## config.mk

```make
export PLATFORM = sky130hd
export DESIGN_NAME = ftoi_pipe
export DESIGN_NICKNAME = d
export VERILOG_FILES = /design/src/rtl/fpu_pkg.sv /design/src/rtl/ftoi_round.sv /design/src/rtl/ftoi_pipe.sv
export SDC_FILE = /design/constraint.sdc
export NUM_CORES = 1
export LEC_CHECK = 0
export BUFFER_PORTS_ARGS = -buffer_cell sky130_fd_sc_hd__buf_2
export CAP_MARGIN = 20
export CORE_UTILIZATION = 60
export DETAILED_ROUTE_END_ITERATION = 6
export PLACE_DENSITY = 0.85
export RECOVER_POWER = 25
export SYNTH_ARGS = -nofsm -noshare
export SYNTH_HDL_FRONTEND = slang
export SYNTH_SLANG_ARGS = --single-unit
```

## constraint.sdc

```tcl
create_clock -name clk -period 6.4 [get_ports clk]
set_input_delay 1.28 -clock clk [delete_from_list [all_inputs] [get_ports clk]]
set_output_delay 1.28 -clock clk [all_outputs]
set_load 0.01 [all_outputs]
```

## src/rtl/fpu_pkg.sv

```systemverilog
// Shared FPU definitions: exponent thresholds, int32 limits and the
// float-to-int operand class code.
package fpu_pkg;

  localparam logic [7:0]  EXP_BIAS      = 8'd127;
  localparam logic [7:0]  FTOI_EXP_MIN  = 8'd126;
  localparam logic [7:0]  FTOI_EXP_SAT  = 8'd158;
  // Exponent at which {1,m,8'b0} needs no right shift (|x| in [2^30, 2^31)).
  localparam logic [7:0]  FTOI_EXP_TOP  = EXP_BIAS + 8'd30;
  localparam logic [31:0] INT32_MAX     = 32'h7FFF_FFFF;
  localparam logic [31:0] INT32_MIN     = 32'h8000_0000;

  typedef enum logic [1:0] {
    CLS_ZERO   = 2'd0,
    CLS_SAT    = 2'd1,
    CLS_NAN    = 2'd2,
    CLS_NORMAL = 2'd3
  } ftoi_cls_t;

  // Classify an operand from its exponent and mantissa fields.
  function automatic ftoi_cls_t ftoi_classify(input logic [7:0] e, input logic [22:0] m);
    if (e == 8'hFF && m != 23'd0) return CLS_NAN;
    if (e < FTOI_EXP_MIN)         return CLS_ZERO;
    if (e >= FTOI_EXP_SAT)        return CLS_SAT;
    return CLS_NORMAL;
  endfunction

endpackage

```

## src/rtl/ftoi_round.sv

```systemverilog
// Combinational second-stage datapath of the float-to-int converter:
// align the significand, round half away from zero, negate and saturate.
module ftoi_round
  import fpu_pkg::*;
(
  input  logic        sgn,
  input  logic [7:0]  ex,
  input  logic [23:0] man,
  input  ftoi_cls_t   cls,
  output logic [31:0] res
);

  // Round floor(2|x|) to |x| with ties going away from zero.
  function automatic logic [32:0] rnd_half_away(input logic [31:0] q);
    return ({1'b0, q} + 33'd1) >> 1;
  endfunction

  // Apply the sign and clamp the magnitude into the int32 range.
  function automatic logic [31:0] sat_int32(input logic s, input logic [32:0] mag);
    logic signed [32:0] sval;
    if (!s && mag >= 33'h0_8000_0000) return INT32_MAX;
    if (s && mag > 33'h0_8000_0000)   return INT32_MIN;
    sval = s ? -$signed(mag) : $signed(mag);
    return sval[31:0];
  endfunction

  logic [4:0]  shamt;
  logic [31:0] q;
  logic [32:0] mag;

  // Shift, round and saturate according to the operand class.
  always_comb begin
    shamt = 5'(FTOI_EXP_TOP - ex);
    q     = {man, 8'b0} >> shamt;
    mag   = rnd_half_away(q);
    res   = 32'd0;
    case (cls)
      CLS_ZERO:   res = 32'd0;
      CLS_NAN:    res = INT32_MAX;
      CLS_SAT:    res = sgn ? INT32_MIN : INT32_MAX;
      CLS_NORMAL: res = sat_int32(sgn, mag);
      default:    res = 32'd0;
    endcase
  end

endmodule

```

## src/rtl/ftoi_pipe.sv

```systemverilog
// Two-stage pipelined IEEE-754 single to signed int32 converter with
// valid/ready handshakes on both sides.
module ftoi_pipe
  import fpu_pkg::*;
#(
  parameter int TAG_W = 5
) (
  input  logic             clk,
  input  logic             rstn,
  input  logic             in_valid,
  output logic             in_ready,
  input  logic [31:0]      rs1,
  input  logic [TAG_W-1:0] in_tag,
  output logic             out_valid,
  input  logic             out_ready,
  output logic [31:0]      rd,
  output logic [TAG_W-1:0] out_tag
);

  logic             vld_p1, vld_p2;
  logic             s_p1;
  logic [7:0]       e_p1;
  logic [23:0]      man_p1;
  ftoi_cls_t        cls_p1;
  logic [TAG_W-1:0] tag_p1;
  logic [31:0]      rd_p2;
  logic [TAG_W-1:0] tag_p2;
  logic [31:0]      res_p1;
  logic             s1_advance;

  assign s1_advance = !vld_p2 || out_ready;
  assign in_ready   = !vld_p1 || s1_advance;
  assign out_valid  = vld_p2;
  assign rd         = rd_p2;
  assign out_tag    = tag_p2;

  // ---- stage 1: unpack and classify ----
  // Stage-1 occupancy follows the input handshake.
  always_ff @(posedge clk or negedge rstn) begin
    if (!rstn)         vld_p1 <= 1'b0;
    else if (in_ready) vld_p1 <= in_valid;
  end

  // Stage-1 operand fields; loaded only on an accepted input.
  always_ff @(posedge clk) begin
    if (in_valid && in_ready) begin
      s_p1   <= rs1[31];
      e_p1   <= rs1[30:23];
      man_p1 <= {1'b1, rs1[22:0]};
      cls_p1 <= ftoi_classify(rs1[30:23], rs1[22:0]);
      tag_p1 <= in_tag;
    end
  end

  // ---- stage 2: shift, round, negate, saturate ----
  ftoi_round u_round (
    .sgn (s_p1),
    .ex  (e_p1),
    .man (man_p1),
    .cls (cls_p1),
    .res (res_p1)
  );

  // Output register; holds while the consumer stalls.
  always_ff @(posedge clk or negedge rstn) begin
    if (!rstn) begin
      vld_p2 <= 1'b0;
      rd_p2  <= 32'd0;
      tag_p2 <= '0;
    end else if (s1_advance) begin
      vld_p2 <= vld_p1;
      if (vld_p1) begin
        rd_p2  <= res_p1;
        tag_p2 <= tag_p1;
      end
    end
  end

endmodule

```

# After elaboration in Yosys (flattened, before gate mapping)

Index checks and enable logic that the tools add are counted.
Widths: inputs -> output; s select.

Flip-flop bits (word level): 75
Memories kept: 0
ROM bits: 0
Logic and storage cells: 60
RAM bits: 0
Output and inout bits: 39
Bits in latches: 0

$add $sub $neg: 3
Divide/modulo/power cells: 0
$lt $le $gt $ge: 4
Shifts and indexed selects: 1
Bitwise logic cells: 0
Equality and inequality tests: 4
Reductions and logical operators: 12
Multipliers: 0
Muxes and demuxes: 27

Operators by type and width:

| cell                  | number |
|---|---|
| $mux 32               | 6 |
| $pmux 32 s4           | 1 |
| $add 32x1->33 const B | 1 |
| $ge 32x32->1 const B  | 1 |
| $gt 32x32->1 const B  | 1 |
| $neg 32->32           | 1 |
| $shr 32x5->32         | 1 |
| $reduce_bool 23->1    | 1 |
| $mux 1                | 14 |
| $mux 2                | 6 |
| $eq 8x8->1 const B    | 1 |
| $ge 8x8->1 const B    | 1 |
| $lt 8x7->1 const B    | 1 |
| $sub 5x5->5 const A   | 1 |
| $eq 2x2->1 const B    | 2 |
| $logic_and 1x1->1     | 4 |
| $logic_not 1->1       | 3 |
| $eq 2x1->1 const B    | 1 |
| $logic_not 2->1       | 1 |
| $logic_or 1x1->1      | 2 |
| $reduce_and 2->1      | 1 |

# Depth between registers and ports, before layout

Depth in word-level cells: 13
Mapped depth: 22
Gate-level depth less buffers: 17

# Cells and area by module

From an unflattened synthesis, not the netlist that was laid out.

Cells, all modules: 770
Area, all modules: 7,362.1 sq um

By module, submodules not included:

| module     | cells each | area each (sq um) | times used | sequential area each (sq um) |
|---|---|---|---|---|
| ftoi_round | 628        | 4,464.3           | 1          | 0.0 |
| ftoi_pipe  | 142        | 2,897.8           | 1          | 2,147.1 |

# Least setup slack after synthesis

Ideal clock, no wire load.

Kind: register to register
Start: register e_p1[1]
End: register rd_p2[28], in the netlist rd[28]
Clock period less this slack: 5.123 ns
Buffers on the path: 3
Arrival time: 5.041 ns
Setup slack: 1.277 ns
Stages on the path, launching flop included: 21
Data required time: 6.318 ns
Path through: edfxtp_1 > ha_1 > xor2_2 > buf_4 > mux2i_1 > a22o_1 > nor2_1 > o22ai_1 > ha_1 > inv_1 > a31oi_1 > a32oi_2 > nor4_1 > and2_1 > mux2i_1 > or4b_1 > buf_2 > or2_1 > buf_2 > or4_1 > a31oi_1

Word-level cells in the longest chain between the ends: 11

RTL lines:

| item                   | line             | RTL |
|---|---|---|
| start, declared        | ftoi_pipe.sv:22  | `logic [7:0] e_p1;` |
| start signal, assigned | ftoi_pipe.sv:48  | `e_p1 <= rs1[30:23];` |
| $sub 5x5->5 *          | ftoi_round.sv:33 | `shamt = 5'(FTOI_EXP_TOP - ex);` |
| $shr 32x5->32 *        | ftoi_round.sv:34 | `q = {man, 8'b0} >> shamt;` |
| $add 32x1->33 *        | ftoi_round.sv:15 | `return ({1'b0, q} + 33'd1) >> 1;` |
| $gt 32x32->1           | ftoi_round.sv:22 | `if (s && mag > 33'h0_8000_0000) return INT32_MIN;` |
| $logic_and 1x1->1      | ftoi_round.sv:22 |  |
| $mux 1 (2 in a row)    | ftoi_round.sv:22 |  |
| $mux 1                 | ftoi_round.sv:37 | `case (cls)` |
| $mux 32                | ftoi_round.sv:23 | `sval = s ? -$signed(mag) : $signed(mag);` |
| $mux 32 *              | ftoi_round.sv:22 |  |
| $pmux 32 s4 *          | ftoi_round.sv:37 |  |
| end signal, assigned   | ftoi_pipe.sv:73  | `rd_p2 <= res_p1;` |
| end, declared          | ftoi_pipe.sv:26  | `logic [31:0] rd_p2;` |

Every way passes the cells marked *; elsewhere a longest branch is shown, timed or not. The select of a mux whose other input is x is not followed.
A chain may end at the register's enable or synchronous reset.

# Final worst setup path

Start: register e_p1[2]
End: register rd_p2[30], in the netlist rd[30]

The elaborated chain is that of the path after synthesis.

==> results.sh <==
export IMPL_synth_area_mm2=0.00667
export IMPL_whs_endpoint="out_tag[0]"
export IMPL_io_buffers=79
export IMPL_synth_nets=781
export IMPL_path_clk_slew_ns=0.09
export IMPL_cts_resized=0
export IMPL_synth_top_family_by_area="simple AND/OR/NAND/NOR gates"
export IMPL_critical_path_required_ns=6.68
export IMPL_worst_endpoint_arrival_ns=6.14
export IMPL_rows=38
export IMPL_slew_headroom=-0.372
export IMPL_route_vias_total=6359
export IMPL_criticalPathCategory="register to register"
export IMPL_ios=80
export IMPL_ys_ff_latch=75
export IMPL_core_area_mm2=0.0108
export IMPL_setup_viol=0
export IMPL_nets=837
export IMPL_p_leak_uw=0.00274
export IMPL_synth_xor_area_frac=0.0546
export IMPL_yosys_area_top_type="edfxtp_1"
export IMPL_place_area_mm2=0.00705
export IMPL_cts_made_buffers=9
export IMPL_grt_pass1_vias=5888
export IMPL_worstPathMaxFanout=16
export IMPL_first_pass_iters=7
export IMPL_clock_sinks=75
export IMPL_antenna_left=0
export IMPL_cp_cell_sequence="ha_1 -> xnor2_2 -> a211oi_1 -> o32ai_2 -> nor2_1 -> o22ai_1 -> ha_1 -> inv_1 -> a31oi_1 -> a32oi_2 -> nor4_1 -> buf_4 -> and2_1 -> mux2i_1 -> or4b_1 -> or2_1 -> or4_1 -> a31oi_1"
export IMPL_antenna_found_initial=0
export IMPL_power_uw=1710
export IMPL_root_buffer="clkbuf_8"
export IMPL_cts_tree="yes"
export IMPL_die_x_um=107
export IMPL_synthArstFlopShare=0.520
export IMPL_synth_fa_ha_area_frac=0.00563
export IMPL_grt_use_total=0.332
export IMPL_timing_setup_tns_ns=0
export IMPL_synth_area_mux_share=0.154
export IMPL_synth_edf_count=36
export IMPL_critPathLaunchType="register"
export IMPL_start_util=0.615
export IMPL_clock_skew_ns=0.0109
export IMPL_setup_slack_ns=0.536
export IMPL_finalHoldViolations=0
export IMPL_violations="capacitance limit, slew limit"
export IMPL_drt_total_wl_um=18500
export IMPL_worstSetupEndpointType="register"
export IMPL_cts_hold_buf=0
export IMPL_hpwlAfterDp_um=14100
export IMPL_yosysTopAreaCellShare=0.162
export IMPL_post_route_period_util=0.916
export IMPL_synthCells=737
export IMPL_power_density_mw_per_mm2=236
export IMPL_reg2reg_depth=18
export IMPL_num_antenna_cells=0
export IMPL_yosysWarnings=0
export IMPL_pre_cts_ws_ns=0.659
export IMPL_gp_congestion=0.987
export IMPL_drc=0
export IMPL_cap_violations=1
export IMPL_crit_path_max_incr_delay_ns=0.71
export IMPL_r2r_start="e_p1[2]"
export IMPL_synthTopCellsByArea="edfxtp_1, dfrtp_1, mux4_2, nor2_1, nand2_1"
export IMPL_design_area_mm2=0.00724
export IMPL_synthSimpleGateAreaFrac=0.240
export IMPL_tightestPinTransition_ns=2.06
export IMPL_max_clock_freq_ghz=0.171
export IMPL_grt_ovfl_total=0
export IMPL_post_cts_buffers=0
export IMPL_area_growth_syn_to_layout_pct=8.56
export IMPL_insertion_delay_ns=0.36
export IMPL_viasPerCell=6.78
export IMPL_avgSynthCellArea_um2=9.05
export IMPL_wl_per_cell_um=19.7
export IMPL_rsz0062_at_grt="false"
export IMPL_ys_seq_area_frac=0.309
export IMPL_initialDrtViolationCount=653
export IMPL_status="complete, but fails checks"
export IMPL_r2r_end="rd[30]"
export IMPL_drive_above_1_share=0.213
export IMPL_slew_viol_final=40
export IMPL_slowest_stage="xnor2_2"
export IMPL_grt_max_degree=63
export IMPL_period_needed_ns=5.86
export IMPL_yosysUniqueCellTypes=90
export IMPL_hold_path_class="register to register"
export IMPL_die_y_um=107
export IMPL_hold_start="tag_p1[0]"
export IMPL_synth_compound_area_frac=0.187
export IMPL_clockBufferDepth=2
export IMPL_dieArea_mm2=0.0115
export IMPL_h_tree_depth=3
export IMPL_worstHoldPathCells=2
export IMPL_r2r_setup_slack_ns=0.54
export IMPL_n_fill_cell=906
export IMPL_vdd_ir_drop_max_uv=149
export IMPL_grt_pass1_wl_um=29800
export IMPL_yosys_most_used_dff="dfrtp_1"
==> routing by layer <==
layer / track usage / wire (um)
met4: 0.139 / 664
met3: 0.0666 / 1490
met2: 0.550 / 8960
met5: 0 / 0
met1: 0.424 / 7350
==> area by class of cell <==
class	count	area [um2]	share of cell area
clock inverter	6	43.8	0.00605
tap	140	175	0.0242
sequential	75	2060	0.284
timing repair buffer	96	512	0.0707
multi-input combinational	605	4280	0.591
inverter	6	22.5	0.00311
clock buffer	10	149	0.0206
==> flip-flops by register name (all words and copies together) (netlist names) <==
register / count
rd: 32
s_p1: 1
e_p1: 5
vld_p1: 1
out_valid: 1
cls_p1: 2
out_tag: 5
tag_p1: 5
man_p1: 23
==> where the power goes <==
group / internal, uW / switching, uW
logic: 284 / 444
registers: 572 / 49.5
clock network: 167 / 195
total: 1020 / 689
==> through the flow <==
step	cells	utilization	hold slack, ns
global route	938	0.668	0.461
CTS	937	0.668	0.441
floorplan	737	-	0.415
detailed placement	921	0.650	0.425
finish	938	0.668	0.438
global placement	921	0.650	0.419
==> synth_stat cells, types with 6 or more instances <==
library cell and n:
a21o_1 6, a21oi_1 25, a221oi_1 6, a311oi_1 6, a31oi_1 10, and2_1 11
and3_1 12, buf_2 14, buf_4 7, clkbuf_1 18, dfrtp_1 39, edfxtp_1 36
mux2_2 16, mux2i_1 26, mux4_2 26, nand2_1 81, nand2b_1 6, nand3_1 24
nand4_1 9, nor2_1 83, nor2b_1 10, nor3_1 28, nor4_1 15, o21ai_0 40
o22ai_1 12, o31ai_1 12, or4_1 9, xnor2_1 23, xor2_1 13
==> cells by family (layout without fill, tap and decap cells) <==
group / after synthesis / after routing
xor gates and xnor gates: 39 / 39
AOI/OAI and AO/OA: 174 / 174
DFF: 75 / 75
adders and majority gates: 3 / 3
muxes: 68 / 68
buffers and inverters: 57 / 118
and+or+nand+nor: 321 / 321
==> worst max-delay path, delay by kind of cell (launching register included) <==
kind,cells,cell delay [ns]
XOR/XNOR,1,0.71
AO/OA/AOI/OAI,6,1.44
adder cells (fa/ha/maj),2,0.53
flip-flops,1,0.42
multiplexers,1,0.19
buffers and inverters,2,0.27
AND/OR/NAND/NOR,6,2.21
==> placed cells by master, fill, tap and decap left out, drive strengths merged, types with 4 or more instances in the layout <==
cell type and n:
nand3 26, or2 8, or4 10, clkbuf 19, a31oi 10, o21ai 43
mux4 26, or3 4, a311oi 6, xor2 14, a211oi 5, mux2 16
o211ai 5, o31ai 12, a21oi 25, nand2 81, inv 7, clkinv 5
nand2b 6, xnor2 25, o22ai 12, dfrtp 39, and2 11, mux2i 26
and3 12, edfxtp 36, buf 87, nor2b 10, nor2 85, a21o 6
nor3 28, a22oi 4, nor4 16, a221oi 8, nand4 9
==> worst max path at each step <==
stage	startpoint	to	slack, ns	cells after the start
finish	e_p1[2]	rd[30]	0.54	18
global route	e_p1[2]	rd[30]	0.12	17
CTS	e_p1[2]	rd[28]	0.58	18
detailed placement	e_p1[1]	rd[28]	0.66	18
global placement	e_p1[1]	rd[28]	0.85	18
floorplan	e_p1[1]	rd[28]	1.28	20
Note: power is estimated with default switching activity, not from simulation.
